### config.mk
export PLATFORM = sky130hd
export DESIGN_NAME = ll_sequencer
export DESIGN_NICKNAME = d
export VERILOG_FILES = /design/src/rtl/ll_pkg.sv /design/src/rtl/bcdaddsub4.sv /design/src/rtl/ll_sequencer.sv
export SDC_FILE = /design/constraint.sdc
export NUM_CORES = 1
export LEC_CHECK = 0
export ABC_CLOCK_PERIOD_IN_PS = 2420
export CAP_MARGIN = 20
export CORE_MARGIN = 10
export CORE_UTILIZATION = 44
export CTS_CLUSTER_SIZE = 24
export DETAILED_ROUTE_END_ITERATION = 8
export PLACE_DENSITY = 0.92
export SLEW_MARGIN = 10
export SYNTH_ARGS = -nofsm -noshare
export SYNTH_HDL_FRONTEND = slang
export SYNTH_HIERARCHICAL = 1
export SYNTH_SLANG_ARGS = --single-unit
export TNS_END_PERCENT = 10
### constraint.sdc
create_clock -name clk -period 2.42 [get_ports clk]
set_input_delay 0.242 -clock clk [delete_from_list [all_inputs] [get_ports clk]]
set_output_delay 0.242 -clock clk [all_outputs]
set_load 0.005 [all_outputs]
### src/rtl/ll_pkg.sv
// Shared types and constants for the lunar-lander sequencer.
package ll_pkg;

  typedef logic [2:0] ll_state_t;

  localparam ll_state_t StIdle    = 3'd0;
  localparam ll_state_t StFly     = 3'd1;
  localparam ll_state_t StLanded  = 3'd2;
  localparam ll_state_t StCrashed = 3'd3;
  localparam ll_state_t StPause   = 3'd4;

  localparam logic [4:0] KEY_PAUSE = 5'd10;
  localparam logic [4:0] KEY_W     = 5'd16;
  localparam logic [4:0] KEY_X     = 5'd17;
  localparam logic [4:0] KEY_Y     = 5'd18;
  localparam logic [4:0] KEY_Z     = 5'd19;

  localparam logic [15:0] BCD_NEG_TH = 16'h5000;

  // Ten's-complement BCD: the upper half of the range is negative.
  function automatic logic bcd_neg(logic [15:0] v);
    return v >= BCD_NEG_TH;
  endfunction

endpackage

### src/rtl/bcdaddsub4.sv
// Four-digit BCD adder/subtractor; op=0 adds, op=1 subtracts (ten's complement).
module bcdaddsub4 (
  input  logic [15:0] a,
  input  logic [15:0] b,
  input  logic        op,
  output logic [15:0] s
);

  logic       c;
  logic [3:0] bd;
  logic [4:0] t;

  always_comb begin
    c  = op;
    bd = '0;
    t  = '0;
    s  = '0;
    for (int i = 0; i < 4; i++) begin
      bd = op ? (4'd9 - b[4*i +: 4]) : b[4*i +: 4];
      t  = {1'b0, a[4*i +: 4]} + {1'b0, bd} + {4'b0000, c};
      if (t > 5'd9) begin
        s[4*i +: 4] = 4'(t - 5'd10);
        c           = 1'b1;
      end else begin
        s[4*i +: 4] = t[3:0];
        c           = 1'b0;
      end
    end
  end

endmodule

### src/rtl/ll_sequencer.sv
// Game-flow FSM, physics tick divider and keypad decode for the lunar lander.
// Optional pause state is built in when LL_PAUSE_EN is defined.
module ll_sequencer
  import ll_pkg::*;
#(
  parameter int unsigned TICK_DIV    = 25,
  parameter logic [15:0] THRUST_INIT = 16'h0005,
  parameter logic [15:0] CRASH_VEL   = 16'h9970
) (
  input  logic        clk,
  input  logic        rst,
  input  logic        keyclk,
  input  logic [4:0]  keyout,
  input  logic [15:0] alt,
  input  logic [15:0] vel,
  input  logic [15:0] fuel,
  input  logic [15:0] thrust,
  output logic        wen,
  output logic [15:0] thrust_n,
  output logic [1:0]  disp_sel,
  output logic [15:0] disp_val,
  output logic        flying,
  output logic        land,
  output logic        crash
);

  ll_state_t   state_q, state_d;
  logic [7:0]  cnt_q, cnt_d;
  logic [15:0] thrust_q, thrust_d;
  logic [1:0]  sel_q, sel_d;
  logic        keyclk_q;

  logic        key_evt, is_digit, is_disp, pause_key, tick;
  logic        touchdown, crash_cond;
  logic [15:0] sum;

  assign key_evt  = keyclk & ~keyclk_q;
  assign is_digit = keyout <= 5'd9;
  assign is_disp  = (keyout >= KEY_W) && (keyout <= KEY_Z);
  assign tick     = (cnt_q == 8'(TICK_DIV - 1));

`ifdef LL_PAUSE_EN
  assign pause_key = key_evt & (keyout == KEY_PAUSE);
`else
  assign pause_key = 1'b0;
`endif

  bcdaddsub4 u_sum (
    .a  (alt),
    .b  (vel),
    .op (1'b0),
    .s  (sum)
  );

  assign touchdown  = (sum == 16'h0000) || bcd_neg(sum);
  assign crash_cond = bcd_neg(vel) && (vel < CRASH_VEL);

  // Pause pressed on a tick cycle suppresses the commit.
  assign wen = (state_q == StFly) & tick & ~pause_key;

  always_comb begin
    state_d  = state_q;
    cnt_d    = cnt_q;
    thrust_d = thrust_q;
    sel_d    = sel_q;
    if (key_evt && is_disp) begin
      sel_d = 2'(KEY_Z - keyout);
    end
    case (state_q)
      StIdle: begin
        if (key_evt && is_digit) begin
          thrust_d = {12'h000, keyout[3:0]};
          state_d  = StFly;
          cnt_d    = '0;
        end
      end
      StFly: begin
        if (key_evt && is_digit) begin
          thrust_d = {12'h000, keyout[3:0]};
        end
        if (pause_key) begin
          state_d = StPause;
        end else if (tick) begin
          cnt_d = '0;
          if (touchdown) begin
            state_d = crash_cond ? StCrashed : StLanded;
          end
        end else begin
          cnt_d = cnt_q + 8'd1;
        end
      end
`ifdef LL_PAUSE_EN
      StPause: begin
        if (key_evt && is_digit) begin
          thrust_d = {12'h000, keyout[3:0]};
        end
        if (pause_key) begin
          state_d = StFly;
        end
      end
`endif
      default: ;
    endcase
  end

  always_ff @(posedge clk or posedge rst) begin
    if (rst) begin
      state_q  <= StIdle;
      cnt_q    <= '0;
      thrust_q <= THRUST_INIT;
      sel_q    <= '0;
      keyclk_q <= 1'b0;
    end else begin
      state_q  <= state_d;
      cnt_q    <= cnt_d;
      thrust_q <= thrust_d;
      sel_q    <= sel_d;
      keyclk_q <= keyclk;
    end
  end

  assign thrust_n = thrust_q;
  assign disp_sel = sel_q;
  assign flying   = (state_q == StFly);
  assign land     = (state_q == StLanded);
  assign crash    = (state_q == StCrashed);

  always_comb begin
    case (sel_q)
      2'd0:    disp_val = alt;
      2'd1:    disp_val = vel;
      2'd2:    disp_val = fuel;
      default: disp_val = thrust;
    endcase
  end

endmodule

==> key figures <==
Critical path
  • Largest delay share family, worst path: adder cells
  • CP required: 2.54 ns
  • Cell mode on critical path: fa_2
  • Critical Path Sink Type: register
  • CP Max Fanout: 4
  • Critical path type: input port to register
  • Crit path max-delay cell type: fa_2
  • Buf+Inv Stages, Crit Path: 6
  • Worst path max stage delay: 0.60 ns
  • Critical path launch point type: input port
  • CP arrival: 7.40 ns

Detailed routing
  • Metal1 wirelength: 3245 microns
  • Initial DRC count: 96
  • Avg WL per Cell: 19.05 microns
  • Detail Route met2 WL: 5039 microns
  • DRC violations left: 0
  • Via density: 5.494
  • Post-route ant nets: 0
  • Top layer in use: met4
  • Met3 wire length: 756 microns
  • Number of detailed-routing iterations run before antenna repair: 4
  • Vias: 2692
  • DRT Wirelength: 9336 microns

STA
  • Finish-stage setup viols: 2
  • Clock Skew: 0.003778 ns
  • Fin worst setup slack: -4.861 ns
  • Sum of negative setup slack: -9.722 ns
  • Fin. Hold Viols: 0
  • Fin crit share: 3.009
  • Pins Over Slew Limit: 0
  • Highest clock rate: 137.3 MHz
  • Unrepaired setup endpoints after global routing: yes
  • Least-Margin Pin Slew: 0.6532 ns
  • Final min period: 7.281 ns
  • Max-slew headroom: 0.5641

Global routing
  • Initial antenna violation count: 0
  • GR Overflow Total: 0
  • Total track usage: 0.1934
  • Global-route wire length before repair: 14430 microns
  • Pin count of the biggest net entering global routing: 19
  • Number of global-route vias before repair: 3054

Power and ir drop
  • Leak: 1.843 nW
  • VDD IR max: 0.5910 mV
  • Power density over cell area: 631.0 mW/mm^2

Place
  • Routability cong.: 0.8685
  • Post-DP HPWL: 7024 microns
  • Placed cell area: 0.003905 sq mm
  • Port buffer count: 97

Die
  • Io pins: 110
  • FP Rows: 27
  • Die Area: 0.009252 sq mm
  • Die X: 96.19 microns
  • Core area: 0.005574 sq mm
  • Die Y: 96.19 microns
  • Initial Utilization: 0.4581

Logic synthesis
  • Syn_area_per_cell: 9.529 sq um
  • Warnings, synthesis: 6
  • Async set-reset flop share out of synthesis: 1.000
  • Syn Inst Count: 268
  • Largest cells by area after synthesis: dfrtp_1 (15%), mux4_2 (14%), ha_1 (12%)
  • Netlist cell types: 51
  • EDFF count, synth: 0
  • Seq/Total Area, Yosys: 0.1676
  • Top-count cell post-synth: inv_1
  • Most used DFF post-synth: dfrtp_1
  • Seq cells post-synth: 17
  • Most frequent cells after synthesis: inv_1 (28), ha_1 (25), a21oi_1 (20)
  • Mapped Area: 0.002554 sq mm
  • Post-synth top area cell: dfrtp_1
  • Yosys top cell area share: 0.1470

Run status
  • Failing checks: negative setup slack
  • Status: finished, violations left

CTS
  • Total CTS buffers: 3
  • Clk Latency, worst-skew pair: 0.26 ns
  • TritonCTS sink count: 17
  • Clk buf depth: 2
  • H-tree levels: 1
  • CTS Hold Bufs: 0
  • Root Buffer: clkbuf_8
  • Clock-pin transition on the worst setup and hold timing paths: 0.07 ns
  • CTS tree: built

Cells and area
  • Fraction of layout cells with a size suffix above 1: 0.3325
  • Final net count: 523
  • Area grow syn2layout: 66.63%
  • FILL cells: 355
  • Final instance area: 0.004255 sq mm
  • Utilization after layout: 0.7634
  • N_diodes: 0

Worst hold path
  • HP Class: input port to async pin

Job
  • Maxcap violations: 0
## worst paths after layout
kind / startpoint / endpoint / slack, ns / depth (start not counted)
worst max-delay path: vel[0] / state_q[0] / -4.86 / 34
worst min-delay path: rst / cnt_q[3] / 0.38 / 2
worst max register to register: cnt_q[0] / state_q[0] / 0.39 / 7
worst min register to register: disp_sel[0] / disp_sel[0] / 0.52 / 2
max in group asynchronous: rst / keyclk_q / 1.62 / 2
min in group clk: keyclk / keyclk_q / 0.48 / 1
## stage by stage
step                      setup slack (ns)  hold slack, ns  cells  total power [mW]
after floorplan                     -4.688          0.1666    280             1.368
after global placement              -5.030          0.4874    473             2.023
after detailed placement            -5.285          0.5095    473             2.112
after CTS                           -4.769          0.3974    486             2.474
after global routing                -5.099          0.4383    490             2.870
final                               -4.861          0.3788    490             2.685
## kinds of logic (layout without fill, tap and decap cells)
family / after synthesis / in the layout / synth area share
other: 1 / 13 / 0.001468
AO/OA/AOI/OAI: 60 / 60 / 0.1563
XOR/XNOR: 20 / 20 / 0.06859
flip-flops: 17 / 17 / 0.1676
buffers and inverters: 47 / 185 / 0.09309
adder cells (fa/ha/maj): 32 / 32 / 0.1774
AND/OR/NAND/NOR: 63 / 63 / 0.1450
multiplexers: 28 / 28 / 0.1906
## area by class of cell
| type | instances | area (sq um) | area share |
|---|---|---|---|
| Multi-Input combinational cell | 216 | 2203 | 0.5178 |
| Timing Repair Buffer | 153 | 1383 | 0.3249 |
| Sequential cell | 17 | 427.9 | 0.1006 |
| Inverter | 28 | 105.1 | 0.02470 |
| Tap cell | 72 | 90.09 | 0.02117 |
| Clock buffer | 3 | 41.29 | 0.009703 |
| Clock inverter | 1 | 5.005 | 0.001176 |
## sequential cells by signal, indices dropped and copies added (netlist names)
signal and count:
cnt_q 8, disp_sel 2, keyclk_q 1, state_q 2
thrust_n 4
## power breakdown
group	total [mW]	leakage, nW	switching, mW	internal, mW
clock	0.217	0.0255	0.102	0.115
sequential	0.435	0.208	0.0682	0.367
combinational	2.03	1.61	0.854	1.18
total	2.69	1.84	1.02	1.66
## worst reg2reg max path: stages, from the launching register on
cell	delay, ns
dfrtp_1	0.42
inv_1	0.07
ha_1	0.14
or4b_1	0.45
o31a_1	0.27
buf_4	0.19
a211oi_2	0.24
a31oi_1	0.11
## routing by layer
layer	track usage	vias to the layer above
met2	0.3750	121
li1	-	1250
met1	0.1997	1290
met5	0	-
met3	0.04436	31
met4	0.05651	0
## cells in the final DEF (no fill, tap or decap), types with 4 or more instances in the layout
master / netlist / final
a21o_1: 9 / 9
a21oi_1: 20 / 16
a21oi_2: 0 / 4
a22o_1: 5 / 5
buf_4: 12 / 55
clkdlybuf4s50_1: 0 / 88
conb_1: 1 / 13
dfrtp_1: 15 / 15
dlygate4sd2_1: 0 / 7
fa_2: 0 / 7
ha_1: 25 / 16
ha_2: 0 / 4
ha_4: 0 / 5
inv_1: 28 / 21
inv_2: 0 / 7
mux2_2: 5 / 4
mux2i_1: 7 / 6
mux4_2: 16 / 16
nand2_1: 19 / 17
nor2_1: 11 / 11
nor2b_1: 4 / 4
o21ai_0: 7 / 6
xnor2_1: 17 / 11
xnor2_4: 0 / 4
## timing repair
item                       4_1_cts  5_1_grt
setup endpoints to repair        3        2
hold endpoints to repair         0        0
pin swaps                       32       25
cloned                           0        0
gates resized for setup         41       19
buffers inserted                 9        4
No activity file was read; power rests on OpenSTA's default activity.
